`config.mk`:
```
export PLATFORM = sky130hd
export DESIGN_NAME = grf_wb
export DESIGN_NICKNAME = d
export VERILOG_FILES = /design/src/rtl/grf_wb_pkg.sv /design/src/rtl/grf_wb_wb_sel.sv /design/src/rtl/grf_wb.sv
export SDC_FILE = /design/constraint.sdc
export NUM_CORES = 2
export LEC_CHECK = 0
export CAP_MARGIN = 0
export CORE_AREA = 2 2 402 404
export DETAILED_ROUTE_END_ITERATION = 7
export DIE_AREA = 0 0 404 406
export SYNTH_ARGS = -nofsm -noshare
export SYNTH_HDL_FRONTEND = slang
export SYNTH_SLANG_ARGS = --single-unit
```
`constraint.sdc`:
```
create_clock -name clk -period 11.65 [get_ports clk]
set_clock_uncertainty 0.2 [all_clocks]
set_input_delay 3.495 -clock clk [delete_from_list [all_inputs] [get_ports clk]]
set_output_delay 3.495 -clock clk [all_outputs]
set_load 0.02 [all_outputs]
```
`src/rtl/grf_wb_pkg.sv`:
```
// Write-back encodings and fixed register numbers.
// Shared with the WB decoder and the forwarding unit.
package mips_defs;
    localparam logic [1:0] WT_ALU  = 2'd0;
    localparam logic [1:0] WT_DM   = 2'd1;
    localparam logic [1:0] WT_LINK = 2'd2;
    localparam logic [1:0] WT_RSVD = 2'd3;

    localparam logic [4:0] REG_ZERO = 5'd0;
    localparam logic [4:0] REG_RA   = 5'd31;
endpackage

```
`src/rtl/grf_wb_wb_sel.sv`:
```
// Write-back datum select: ALU result, load data or link address.
// The reserved encoding yields zero.
module wb_sel
    import mips_defs::*;
#(
    parameter int DATA_W      = 32,
    parameter int LINK_OFFSET = 8
) (
    input  logic [1:0]        write_type,
    input  logic [DATA_W-1:0] alu_wb,
    input  logic [DATA_W-1:0] dm_wb,
    input  logic [DATA_W-1:0] pc_wb,
    output logic [DATA_W-1:0] wd
);
    logic [DATA_W-1:0] w_link;

    // Carry-out is discarded so the link address wraps around.
    assign w_link = pc_wb + DATA_W'(LINK_OFFSET);

    always_comb begin
        wd = '0;
        case (write_type)
            WT_ALU:  wd = alu_wb;
            WT_DM:   wd = dm_wb;
            WT_LINK: wd = w_link;
            default: wd = '0;
        endcase
    end
endmodule

```
`src/rtl/grf_wb.sv`:
```
// WB-stage register file: commits the selected datum and serves two read
// ports with same-cycle bypass, plus a one-cycle registered commit trace.
module grf_wb
    import mips_defs::*;
#(
    parameter int REG_NUM     = 32,
    parameter int DATA_W      = 32,
    parameter int LINK_OFFSET = 8,
    parameter int AW          = $clog2(REG_NUM)
) (
    input  logic              clk,
    input  logic              reset,
    input  logic              grf_we,
    input  logic [1:0]        write_type,
    input  logic [AW-1:0]     a3,
    input  logic [DATA_W-1:0] alu_wb,
    input  logic [DATA_W-1:0] dm_wb,
    input  logic [DATA_W-1:0] pc_wb,
    input  logic [AW-1:0]     a1,
    input  logic [AW-1:0]     a2,
    output logic [DATA_W-1:0] rd1,
    output logic [DATA_W-1:0] rd2,
    output logic [DATA_W-1:0] wd_out,
    output logic              commit_valid,
    output logic [AW-1:0]     commit_addr,
    output logic [DATA_W-1:0] commit_data
);
    logic [DATA_W-1:0] r_regs [REG_NUM];
    logic [DATA_W-1:0] w_wd;
    logic              w_eff_we;

    wb_sel #(
        .DATA_W      (DATA_W),
        .LINK_OFFSET (LINK_OFFSET)
    ) u_wb_sel (
        .write_type (write_type),
        .alu_wb     (alu_wb),
        .dm_wb      (dm_wb),
        .pc_wb      (pc_wb),
        .wd         (w_wd)
    );

    assign wd_out = w_wd;

    // Reset gates the write so neither storage nor bypass sees it.
    assign w_eff_we = grf_we && (write_type != WT_RSVD)
                      && (a3 != AW'(REG_ZERO)) && !reset;

    assign rd1 = (a1 == AW'(REG_ZERO))       ? '0   :
                 (w_eff_we && (a1 == a3))    ? w_wd : r_regs[a1];
    assign rd2 = (a2 == AW'(REG_ZERO))       ? '0   :
                 (w_eff_we && (a2 == a3))    ? w_wd : r_regs[a2];

    always_ff @(posedge clk) begin
        if (reset) begin
            for (int i = 0; i < REG_NUM; i++) r_regs[i] <= '0;
        end else if (w_eff_we) begin
            r_regs[a3] <= w_wd;
        end
    end

    // Address and data fields only move on a real commit.
    always_ff @(posedge clk) begin
        if (reset) begin
            commit_valid <= 1'b0;
            commit_addr  <= '0;
            commit_data  <= '0;
        end else begin
            commit_valid <= w_eff_we;
            if (w_eff_we) begin
                commit_addr <= a3;
                commit_data <= w_wd;
            end
        end
    end
endmodule

```
==> impl_metrics.env <==
export IMPL_seq_area_mm2=0.0315
export IMPL_ctsHoldBuffers=0
export IMPL_fmax_mhz=88.0
export IMPL_clk_latency_ns=0.73
export IMPL_outcome="completed"
export IMPL_maxCapViolations=0
export IMPL_die_h_um=406
export IMPL_firstDrtPassIters=6
export IMPL_core_area_mm2=0.160
export IMPL_place_gp_congestion=0.926
export IMPL_grt_start_max_net_pins=82
export IMPL_drt_iter0_drc=6553
export IMPL_ir_drop_uv=119
export IMPL_worst_slew_pin_slew_ns=1.28
export IMPL_worstSetupPathType="in -> out"
export IMPL_post_route_period_util=0.976
export IMPL_post_cts_setup_buffers=0
export IMPL_critPathSlowestCell="nor4_4"
export IMPL_grt_usage=0.273
export IMPL_rsz0062_at_grt="false"
export IMPL_grt_remaining_overflow=0
export IMPL_synth_yosys_warnings=0
export IMPL_design_area_mm2=0.0645
export IMPL_crit_fanout=14
export IMPL_leakagePower_nw=22.1
export IMPL_synth_seq_area_share=0.566
export IMPL_finalWorstSetupSlack_ns=0.282
export IMPL_fin_util=0.404
export IMPL_setup_tns_ns=0
export IMPL_cts_tree="built"
export IMPL_place_ws_ns=0.187
export IMPL_die_x_um=404
export IMPL_slew_headroom=0.142
export IMPL_routed_wl_mm=227
export IMPL_die_area_mm2=0.164
export IMPL_dpl_cell_count=6285
export IMPL_ys_ff_latch=1062
export IMPL_drive_gt1_frac=0.216
export IMPL_port_buffers=249
export IMPL_cts_buffers=111
export IMPL_async_flop_share=0
export IMPL_worst_ep_required_time_ns=7.96
export IMPL_cpMostUsedCell="buf_4"
export IMPL_num_rows=147
export IMPL_cts_sinks=1062
export IMPL_min_period_ns=11.37
export IMPL_netlist_area_mm2=0.0557
export IMPL_pwr_density_cell_mw_per_mm2=146
export IMPL_worstPathArrival_ns=7.67
export IMPL_fin_cells=6492
export IMPL_synthCells=4167
export IMPL_avgViaCountPerCell=6.31
export IMPL_clk_pin_slew_ns=0.06
export IMPL_yosysUniqueCellTypes=56
export IMPL_hold_path_class="reg -> reg"
export IMPL_crit_chain="clkdlybuf4s50_1 > nor2b_1 > o211ai_4 > nor4_4 > buf_4 > nor3_1 > a211oi_1 > buf_4"
export IMPL_antenna_found_initial=5
export IMPL_critPathCaptureType="output port"
export IMPL_nets=4429
export IMPL_layout_common_cells="nor2_1, edfxtp_1, mux4_2"
export IMPL_hold_worst_slack_ns=0.254
export IMPL_htreeDepth=3
export IMPL_hold_violations=0
export IMPL_drcViolationCount=0
export IMPL_total_power_mw=9.42
export IMPL_setup_viol=0
export IMPL_post_dp_hpwl_mm=135
export IMPL_multiInputGateArea_mm2=0.0227
export IMPL_whs_path_depth=1
export IMPL_layout_commonest_cell="nor2_1"
export IMPL_avgSynthCellArea_um2=13.4
export IMPL_fillers=14800
export IMPL_yosys_most_used_dff="edfxtp_1"
export IMPL_vias=41000
export IMPL_pin_count=250
export IMPL_clk_path_buf_depth=3
export IMPL_reg2reg_depth=2
export IMPL_place_area_mm2=0.0611
export IMPL_grt_pass1_vias=40100
export IMPL_start_kind="input port"
export IMPL_route_antenna_remaining_nets=0
export IMPL_synth_edf_count=1024
export IMPL_wl_per_cell_um=35.0
export IMPL_start_util=0.349
export IMPL_root_buffer="clkbuf_16"
export IMPL_drv_slew=0
export IMPL_slowest_delay_ns=0.97
export IMPL_area_growth_pct=15.7
export IMPL_grt_first_pass_wirelength_mm=312
cell type report:
type | count | share of cell area
Tap cell | 2086 | 0.0405
Sequential cell | 1062 | 0.489
Multi-Input combinational cell | 2660 | 0.353
Clock inverter | 65 | 0.00650
Inverter | 47 | 0.00274
Antenna cell | 2 | 0.0000776
Clock buffer | 140 | 0.0461
Timing Repair Buffer | 430 | 0.0627
flip-flops by register name, summed over array words and instances, names as in the netlist:
| signal | count |
|---|---|
| commit_valid | 1 |
| r_regs | 1024 |
| commit_data | 32 |
| commit_addr | 5 |
what timing repair did:
item                                    CTS  global route
hold endpoints to repair                  0             0
gates resized for setup                   0             0
endpoints found under the setup margin    0             1
report_power, final:
group | switching, mW | total, mW | internal, mW
Combinational | 0.924 | 1.50 | 0.574
Sequential | 0.107 | 4.50 | 4.39
Clock | 1.55 | 3.43 | 1.88
worst max-delay path: cells and delay by family:
family / cells / cell delay [ns]
simple gates: 3 / 1.87
buf+inv: 3 / 1.16
compound gates: 2 / 1.13
cell families after synthesis:
| logic type | synth area share |
|---|---|
| buffers and inverters | 0.0386 |
| muxes | 0.236 |
| DFF | 0.566 |
| AOI/OAI and AO/OA | 0.0484 |
| xor gates and xnor gates | 0.00566 |
| adders and majority gates | 0.000225 |
| and+or+nand+nor | 0.106 |
| other | 0.0000673 |
synth_stat cells, drive strengths merged, types with 38 or more instances:
master / count / area (um2)
nand2: 111 / 417
nor2: 1084 / 4070
a21oi: 47 / 246
nor3: 45 / 236
mux4: 434 / 9770
edfxtp: 1024 / 30700
inv: 47 / 176
nand3: 43 / 220
buf: 178 / 1030
a22oi: 46 / 345
a211oi: 89 / 668
o21ai: 99 / 495
dfxtp: 38 / 761
mux2i: 295 / 2950
clkbuf: 251 / 942
o22ai: 49 / 307
worst paths after layout:
kind	endpoint	slack [ns]	startpoint
max	rd2[31]	0.28	grf_we
max reg2reg	commit_data[27]	10.54	commit_data[27]
min reg2reg	commit_addr[2]	0.25	commit_addr[2]
min	commit_addr[2]	0.25	commit_addr[2]
layer usage:
layer  wire length [um]  share of wire  GRT usage  vias up
li1                   -              -          -    16000
met1              81300           0.36      0.347    21100
met2             102000           0.45      0.422     3148
met3              27900           0.12     0.0681      687
met4              16000          0.071      0.167        6
met5                 40        0.00018          0        -
(Power assumes the default switching activity.)
